[src/rtl/alu_pkg.sv]
// alu_pkg: ALUControl encodings and execute-stage FSM states shared with the ALU decoder
package alu_pkg;
  localparam logic [3:0] ALU_ADD  = 4'b0000;
  localparam logic [3:0] ALU_SUB  = 4'b0001;
  localparam logic [3:0] ALU_AND  = 4'b0010;
  localparam logic [3:0] ALU_OR   = 4'b0011;
  localparam logic [3:0] ALU_SLT  = 4'b0101;
  localparam logic [3:0] ALU_XOR  = 4'b0111;
  localparam logic [3:0] ALU_SRA  = 4'b1000;
  localparam logic [3:0] ALU_SRL  = 4'b1001;
  localparam logic [3:0] ALU_SLL  = 4'b1010;
  localparam logic [3:0] ALU_SLTU = 4'b1011;
  typedef enum logic {IDLE, SHIFT} state_t;
  function automatic logic is_shift(input logic [3:0] op);
    case (op)
      ALU_SRA, ALU_SRL, ALU_SLL: is_shift = 1'b1;
      default: is_shift = 1'b0;
    endcase
  endfunction
endpackage

[src/rtl/serial_shifter.sv]
// serial_shifter: one-bit-per-cycle shifter; result is the work reg shifted once more, valid when done
module serial_shifter
  import alu_pkg::*;
#(
  parameter int XLEN = 32
) (
  input  logic                     clk,
  input  logic                     reset,
  input  logic                     flush,
  input  logic                     start,
  input  logic [3:0]               op,
  input  logic [$clog2(XLEN)-1:0]  shamt,
  input  logic [XLEN-1:0]          a,
  output logic                     done,
  output logic [XLEN-1:0]          result
);
  localparam int SHAMT_W = $clog2(XLEN);
  logic [XLEN-1:0] work;
  logic [SHAMT_W-1:0] cnt;
  logic [3:0] op_q;
  always_comb result = op_q == ALU_SLL ? {work[XLEN-2:0], 1'b0} :
                       op_q == ALU_SRA ? {work[XLEN-1], work[XLEN-1:1]} :
                                         {1'b0, work[XLEN-1:1]};
  assign done = cnt == SHAMT_W'(1);
  always_ff @(posedge clk) begin
    if (reset) begin
      work <= '0;
      cnt  <= '0;
      op_q <= ALU_SRL;
    end else if (flush) begin
      cnt <= '0;
    end else if (start) begin
      work <= a;
      cnt  <= shamt;
      op_q <= op;
    end else if (cnt != '0) begin
      work <= result;
      cnt  <= cnt - 1'b1;
    end
  end
endmodule

[src/rtl/alu_exec_unit.sv]
// alu_exec_unit: RV32I execute-stage ALU with registered result and serial shifts behind ready/valid
module alu_exec_unit
  import alu_pkg::*;
#(
  parameter int XLEN = 32
) (
  input  logic            clk,
  input  logic            reset,
  input  logic            flush,
  input  logic            in_valid,
  output logic            in_ready,
  input  logic [3:0]      ALUControl,
  input  logic [XLEN-1:0] SrcA,
  input  logic [XLEN-1:0] SrcB,
  input  logic [4:0]      RdE,
  output logic            out_valid,
  output logic [XLEN-1:0] ALUResult,
  output logic            Zero,
  output logic [4:0]      RdM
);
  localparam int SHAMT_W = $clog2(XLEN);
  state_t state, state_n;
  logic accept, start, done, load, fin;
  logic [SHAMT_W-1:0] shamt;
  logic [XLEN-1:0] alu_y, sh_y, res_d;
  logic [4:0] rd_q;
  assign shamt    = SrcB[SHAMT_W-1:0];
  assign in_ready = state == IDLE && !reset;
  assign accept   = in_valid && in_ready && !flush;
  assign start    = accept && is_shift(ALUControl) && shamt != '0;
  assign load     = accept && !start;
  assign fin      = state == SHIFT && done && !flush;
  assign res_d    = fin ? sh_y : alu_y;
  // shifts only reach this path with shamt 0, where the result is SrcA itself
  always_comb begin
    alu_y = '0;
    case (ALUControl)
      ALU_ADD:  alu_y = SrcA + SrcB;
      ALU_SUB:  alu_y = SrcA - SrcB;
      ALU_AND:  alu_y = SrcA & SrcB;
      ALU_OR:   alu_y = SrcA | SrcB;
      ALU_XOR:  alu_y = SrcA ^ SrcB;
      ALU_SLT:  alu_y = {{(XLEN-1){1'b0}}, $signed(SrcA) < $signed(SrcB)};
      ALU_SLTU: alu_y = {{(XLEN-1){1'b0}}, SrcA < SrcB};
      ALU_SRA, ALU_SRL, ALU_SLL: alu_y = SrcA;
      default:  alu_y = '0;
    endcase
  end
  always_comb state_n = flush ? IDLE : state == IDLE ? (start ? SHIFT : IDLE) : (done ? IDLE : SHIFT);
  serial_shifter #(.XLEN(XLEN)) u_shifter (
    .clk(clk),
    .reset(reset),
    .flush(flush),
    .start(start),
    .op(ALUControl),
    .shamt(shamt),
    .a(SrcA),
    .done(done),
    .result(sh_y)
  );
  always_ff @(posedge clk) begin
    if (reset) begin
      state     <= IDLE;
      out_valid <= 1'b0;
      ALUResult <= '0;
      Zero      <= 1'b1;
      RdM       <= '0;
      rd_q      <= '0;
    end else begin
      state     <= state_n;
      out_valid <= load || fin;
      if (load || fin) begin
        ALUResult <= res_d;
        Zero      <= res_d == '0;
        RdM       <= fin ? rd_q : RdE;
      end
      if (start) rd_q <= RdE;
    end
  end
endmodule
[config.mk]
export PLATFORM = sky130hd
export DESIGN_NAME = alu_exec_unit
export DESIGN_NICKNAME = d
export VERILOG_FILES = /design/src/rtl/alu_pkg.sv /design/src/rtl/serial_shifter.sv /design/src/rtl/alu_exec_unit.sv
export SDC_FILE = /design/constraint.sdc
export NUM_CORES = 1
export LEC_CHECK = 0
export BUFFER_PORTS_ARGS = -buffer_cell sky130_fd_sc_hd__buf_2
export CAP_MARGIN = 20
export CORE_MARGIN = 1.5
export CORE_UTILIZATION = 32
export DETAILED_ROUTE_END_ITERATION = 6
export GPL_ROUTABILITY_DRIVEN = 0
export PLACE_DENSITY = 0.47
export REMOVE_ABC_BUFFERS = 1
export SYNTH_ARGS = -nofsm -noshare
export SYNTH_HDL_FRONTEND = slang
export SYNTH_SLANG_ARGS = --single-unit
[constraint.sdc]
create_clock -name clk -period 12 [get_ports clk]
set_input_delay 2.4 -clock clk [delete_from_list [all_inputs] [get_ports clk]]
set_output_delay 2.4 -clock clk [all_outputs]
set_load 0.1 [all_outputs]
Word-level counts from Yosys, hierarchy flattened

Cells that the tools add are included.

Flip-flop bits (word level): 86
Input port bits: 77
Output and inout bits: 40
Logic and storage cells: 65

Add/subtract/negate cells: 3
Order comparisons: 2
Equal/unequal tests: 12
Multiplexer cells: 13
Bitwise logic cells: 5
Reductions and logical operators: 21

Operator list:

| cell                                                               | count |
|---|---|
| 32-bit case mux with 8 select lines                                | 1 |
| 32-bit 2-to-1 mux                                                  | 5 |
| 32-bit < comparator                                                | 2 |
| 32-bit adder                                                       | 1 |
| 32-bit AND                                                         | 1 |
| 32-bit logical NOT                                                 | 1 |
| 32-bit bitwise OR                                                  | 1 |
| 32-bit subtractor                                                  | 1 |
| 32-bit bitwise XOR                                                 | 1 |
| 4-bit == test, second input constant                               | 6 |
| 5-bit 2-to-1 mux                                                   | 3 |
| 5-bit nonzero test                                                 | 2 |
| 4-bit by 2-bit == test with 1-bit output, second input constant    | 2 |
| 4-bit by 3-bit == test with 1-bit output, second input constant    | 2 |
| 1-bit logical AND                                                  | 8 |
| 5-bit by 1-bit == test with 1-bit output, second input constant    | 1 |
| 5-bit by 1-bit subtractor with 5-bit output, second input constant | 1 |
| 4-bit by 1-bit == test with 1-bit output, second input constant    | 1 |
| 4-bit logical NOT                                                  | 1 |
| 1-bit 2-to-1 mux                                                   | 4 |
| 2-bit AND reduction                                                | 2 |
| 1-bit logical NOT                                                  | 3 |
| 3-bit OR reduction                                                 | 1 |
| 1-bit inverter                                                     | 2 |
| 3 further kinds                                                    | 3 |

Depth between registers and ports, before layout

Word-level depth: 9
Gate-level depth with buffers: 15

By module

From an unflattened synthesis, not the netlist that was laid out.

Cells, all modules: 1416
Area total of the unflattened synthesis: 10337.4 µm²

Modules (own cells, without submodules):

| module         | times used | cells each | area each (µm²) |
|---|---|---|---|
| alu_exec_unit  | 1          | 1158       | 7910.1 |
| serial_shifter | 1          | 258        | 2427.3 |

Worst setup path after synthesis

OpenSTA, ideal clock, no wires.

Path kind: input to output
From: input reset
To: output in_ready
Arrival time: 4199 ps
Path slack: 5401 ps
Stages: 4
Buffers on the path: 3
Path through: clkbuf_1 -> clkbuf_1 -> clkbuf_1 -> nor2_1

Word-level cells in the longest chain between the ends: 2

Ends and longest elaborated chain:

| element            | RTL line            | RTL |
|---|---|---|
| start: declaration | alu_exec_unit.sv:8  | `input logic reset,` |
| 1-bit logical NOT  | alu_exec_unit.sv:28 | `assign in_ready = state == IDLE && !reset;` |
| 1-bit logical AND  | alu_exec_unit.sv:28 |  |
| end: declaration   | alu_exec_unit.sv:11 | `output logic in_ready,` |

No other way between the ends.

Worst setup path after layout

From: input SrcA[0]
To: register Zero

Word-level cells in the longest chain between the ends: 4
Elaborated cells on any way between the ends: 10
Classes of those cells: add/sub (2); order compare (2); mux (2); bitwise (3); reduce/logical (1)

Ends and longest elaborated chain:

| element                                   | RTL line            | RTL |
|---|---|---|
| start: declaration                        | alu_exec_unit.sv:13 | `input logic [XLEN-1:0] SrcA,` |
| 32-bit subtractor (tied with other cells) | alu_exec_unit.sv:39 | `ALU_SUB: alu_y = SrcA - SrcB;` |
| 32-bit case mux with 8 select lines (*)   | alu_exec_unit.sv:37 | `case (ALUControl)` |
| 32-bit 2-to-1 mux (*)                     | alu_exec_unit.sv:33 | `assign res_d = fin ? sh_y : alu_y;` |
| 32-bit logical NOT (*)                    | alu_exec_unit.sv:74 | `Zero <= res_d == '0;` |
| end signal: assignment                    | alu_exec_unit.sv:66 | `Zero <= 1'b1;` |
| end signal: assignment                    | alu_exec_unit.sv:74 |  |
| end: declaration                          | alu_exec_unit.sv:18 | `output logic Zero,` |

Every way passes the cells marked *; elsewhere a longest branch is shown, timed or not.
A chain may end at the register's enable or synchronous reset.

==> flow_summary.json <==
{
  "area.growth.synth_to_final_pct": 12.3,
  "final_common_cell": "nand2_1",
  "switching_share_pct": 46.1,
  "viasPerCell": 6.03,
  "dieHeight_um": 181,
  "ios": 117,
  "fillers": 3320,
  "clkPwrFrac_pct": 26.1,
  "worstPathBufferInverterCount": 3,
  "grt_overflow_total": 0,
  "path_cells": "buf_2 -> inv_1 -> ha_1 -> inv_1 -> fa_1 -> nor2b_1 -> o311ai_2 -> a21oi_1 -> a211oi_1 -> o211ai_1 -> xor2_1 -> o22ai_1 -> nor4b_1 -> nand4_1 -> or4b_1 -> o31ai_2",
  "hpwl_mm": 31.6,
  "clock_sinks": 86,
  "setup_tns_ns": 0,
  "multi_input_area_sq_mm": 0.00768,
  "async_flop_share_pct": 0,
  "rsz0062_at_grt": "false",
  "outcome": "finished clean",
  "grt_pass1_wl_mm": 65.6,
  "ys_seq_area_share_pct": 17.1,
  "syn_area_per_cell_sq_um": 6.98,
  "wl_per_cell_um": 23.1,
  "tightest_slew_ns": 1.07,
  "mostFrequentLayoutCells": "nand2_1, a21oi_1, nor2_1",
  "slew_headroom_pct": 28.3,
  "ant_nets": 0,
  "antenna_found_initial": 1,
  "synth_area_leaders": "dfxtp_1, ha_1, a21oi_1, nand2_1, nor2_1",
  "rows": 64,
  "synth_edf_count": 0,
  "hold_path_end": "ALUResult[2]",
  "grt_usage_pct": 26.2,
  "crit_path_start_kind": "input pin",
  "end_kind": "flop",
  "cts.htree.levels": 3,
  "wl_mm": 43.8,
  "ys_types": 88,
  "crit_top_cell": "inv_1",
  "die_x_um": 181,
  "ff2ff_path_depth": 13,
  "r2r-start": "u_shifter.cnt[1]",
  "fin_area_sq_mm": 0.0113,
  "yosysTopAreaCell": "dfxtp_1",
  "irDropWorstVdd_v": 0.0000884,
  "period_share_pct": 56.0,
  "clk_pin_slew_ns": 0.07,
  "start_util_pct": 32.7,
  "cts_buffers": 9,
  "hold_depth": 2,
  "place_inst": 1881,
  "arrival_ns": 7.01,
  "critPathKind": "input pin to flop",
  "layout.cells.non_filler": 1897,
  "final_core_util_pct": 36.7,
  "reg2reg_to": "Zero",
  "fin_crit_ns": 6.72,
  "combPwrFrac_pct": 47.4,
  "drc": 0,
  "final_hold_viol_count": 0,
  "io_buffer_count": 116,
  "cts_post_setup_buffers_inserted": 0,
  "critPathMaxStageDelay_ns": 0.91,
  "min-delay-start": "ALUResult[2]",
  "core_area_sq_mm": 0.0308,
  "cts_tree": "done",
  "leakage_nw": 4.69,
  "firstDrtPassIters": 5,
  "max-cap-violations": 0,
  "via_count": 11400,
  "power.switching_mw": 0.560,
  "root_buffer": "clkbuf_16",
  "die_area_sq_mm": 0.0326,
  "synth_cells": 1444,
  "p_seq_share_pct": 26.5,
  "skew_ns": 0.0121,
  "insertion_delay_ns": 0.37,
  "post_dp_cell_area_sq_mm": 0.0110,
  "hold_path.class": "flop to flop",
  "cp_top_family": "compound AO/OA/AOI/OAI gates",
  "yosysTopAreaCellShare_pct": 17.1,
  "syn_area_sq_mm": 0.0101,
  "maxSlewViolCount": 0,
  "ys_warn_count": 0,
  "antennaDiodeCount": 0,
  "p_int_mw": 0.655,
  "drt_iter0_markers": 1288,
  "cts_resized": 0,
  "finalSetupViolCount": 0,
  "synth-seq-cells": 86,
  "power_density_mw_per_mm2": 107,
  "grt_pass1_vias": 10600,
  "cts.path.max_buffers": 2,
  "grt_max_degree": 89,
  "path_max_fanout": 6,
  "seq_area_sq_mm": 0.00172,
  "fmax_mhz": 149,
  "crit_required_ns": 12.29,
  "regToRegSetupSlack_ns": 7.28,
  "cp_slowest_cell": "a211oi_1",
  "drive_gt1_share_pct": 12.8,
  "nNetsFinal": 1683,
  "ctsHoldBuffers": 0,
  "synth-main-ff-cell": "dfxtp_1"
}
-- cells in the mapped netlist, drive strengths merged (30+ instances only) --
cell type  count
ha           108
clkbuf        80
a21oi        158
mux2i         35
o21ai         65
dfxtp         86
a211oi        30
inv           91
nand2        171
nor3          39
o211ai        48
nor2         156
-- worst max path at each step --
stage | start | endpoint | slack [ns] | depth (start not counted)
2_1_floorplan | u_shifter.op_q[1] | Zero | 5.13 | 11
3_3_place_gp | SrcB[2] | Zero | 5.07 | 14
3_5_place_dp | SrcB[2] | Zero | 5.08 | 14
4_1_cts | SrcB[2] | Zero | 5.45 | 14
5_1_grt | SrcA[0] | Zero | 5.01 | 16
6_report | SrcA[0] | Zero | 5.28 | 16
-- area by class of cell --
class                   instances  area share, %
repair buffers                140           6.72
inverters                      92           3.05
flip-flops and latches         86           15.2
multi-input cells            1167           67.9
clock buffers                  11           2.23
clock inverters                 5          0.564
well taps                     396           4.38
-- metal layers --
layer / global-route usage, % / wire [um] / vias up / part of all wire [%]
met4: 10.7 / 1560 / 0 / 3.6
met3: 4.14 / 3520 / 103 / 8.0
li1: - / - / 5370 / -
met1: 36.6 / 20100 / 5397 / 46
met2: 39.9 / 18600 / 564 / 42
met5: 0 / 0 / - / 0
-- power by group through the flow --
stage / Combinational (mW) / Clock [mW] / Sequential [mW]
global placement: 0.564 / 0 / 0.328
global route: 0.624 / 0.333 / 0.324
detailed placement: 0.562 / 0 / 0.328
finish: 0.576 / 0.316 / 0.322
floorplan: 0.335 / 0 / 0.359
CTS: 0.566 / 0.324 / 0.322
-- sequential cells by signal (all words and copies together), names as in the netlist --
name / flops
u_shifter.op_q: 4
Zero: 1
rd_q: 5
state: 1
RdM: 5
u_shifter.cnt: 5
u_shifter.work: 32
ALUResult: 32
out_valid: 1
-- logic make-up after synthesis --
kind of cell	share of synthesized area [%]
adder cells (fa/ha/maj)	13.8
buffers and inverters	7.30
AND/OR/NAND/NOR	23.6
flip-flops	17.1
XOR/XNOR	1.65
AO/OA/AOI/OAI	32.7
multiplexers	3.92
-- worst min-delay path, cell delays in order, from the launching register on --
cell and delay (ns):
dfxtp_1 0.31, nand2_1 0.05, a21oi_1 0.05
-- through the flow --
step | setup slack [ns] | hold WS [ns] | power [mW]
2_1_floorplan | 5.13 | 0.421 | 0.694
3_3_place_gp | 5.07 | 0.443 | 0.892
3_5_place_dp | 5.08 | 0.442 | 0.890
4_1_cts | 5.45 | 0.455 | 1.21
5_1_grt | 5.01 | 0.477 | 1.28
6_report | 5.28 | 0.455 | 1.21
Power figures use the tool's default switching activity.
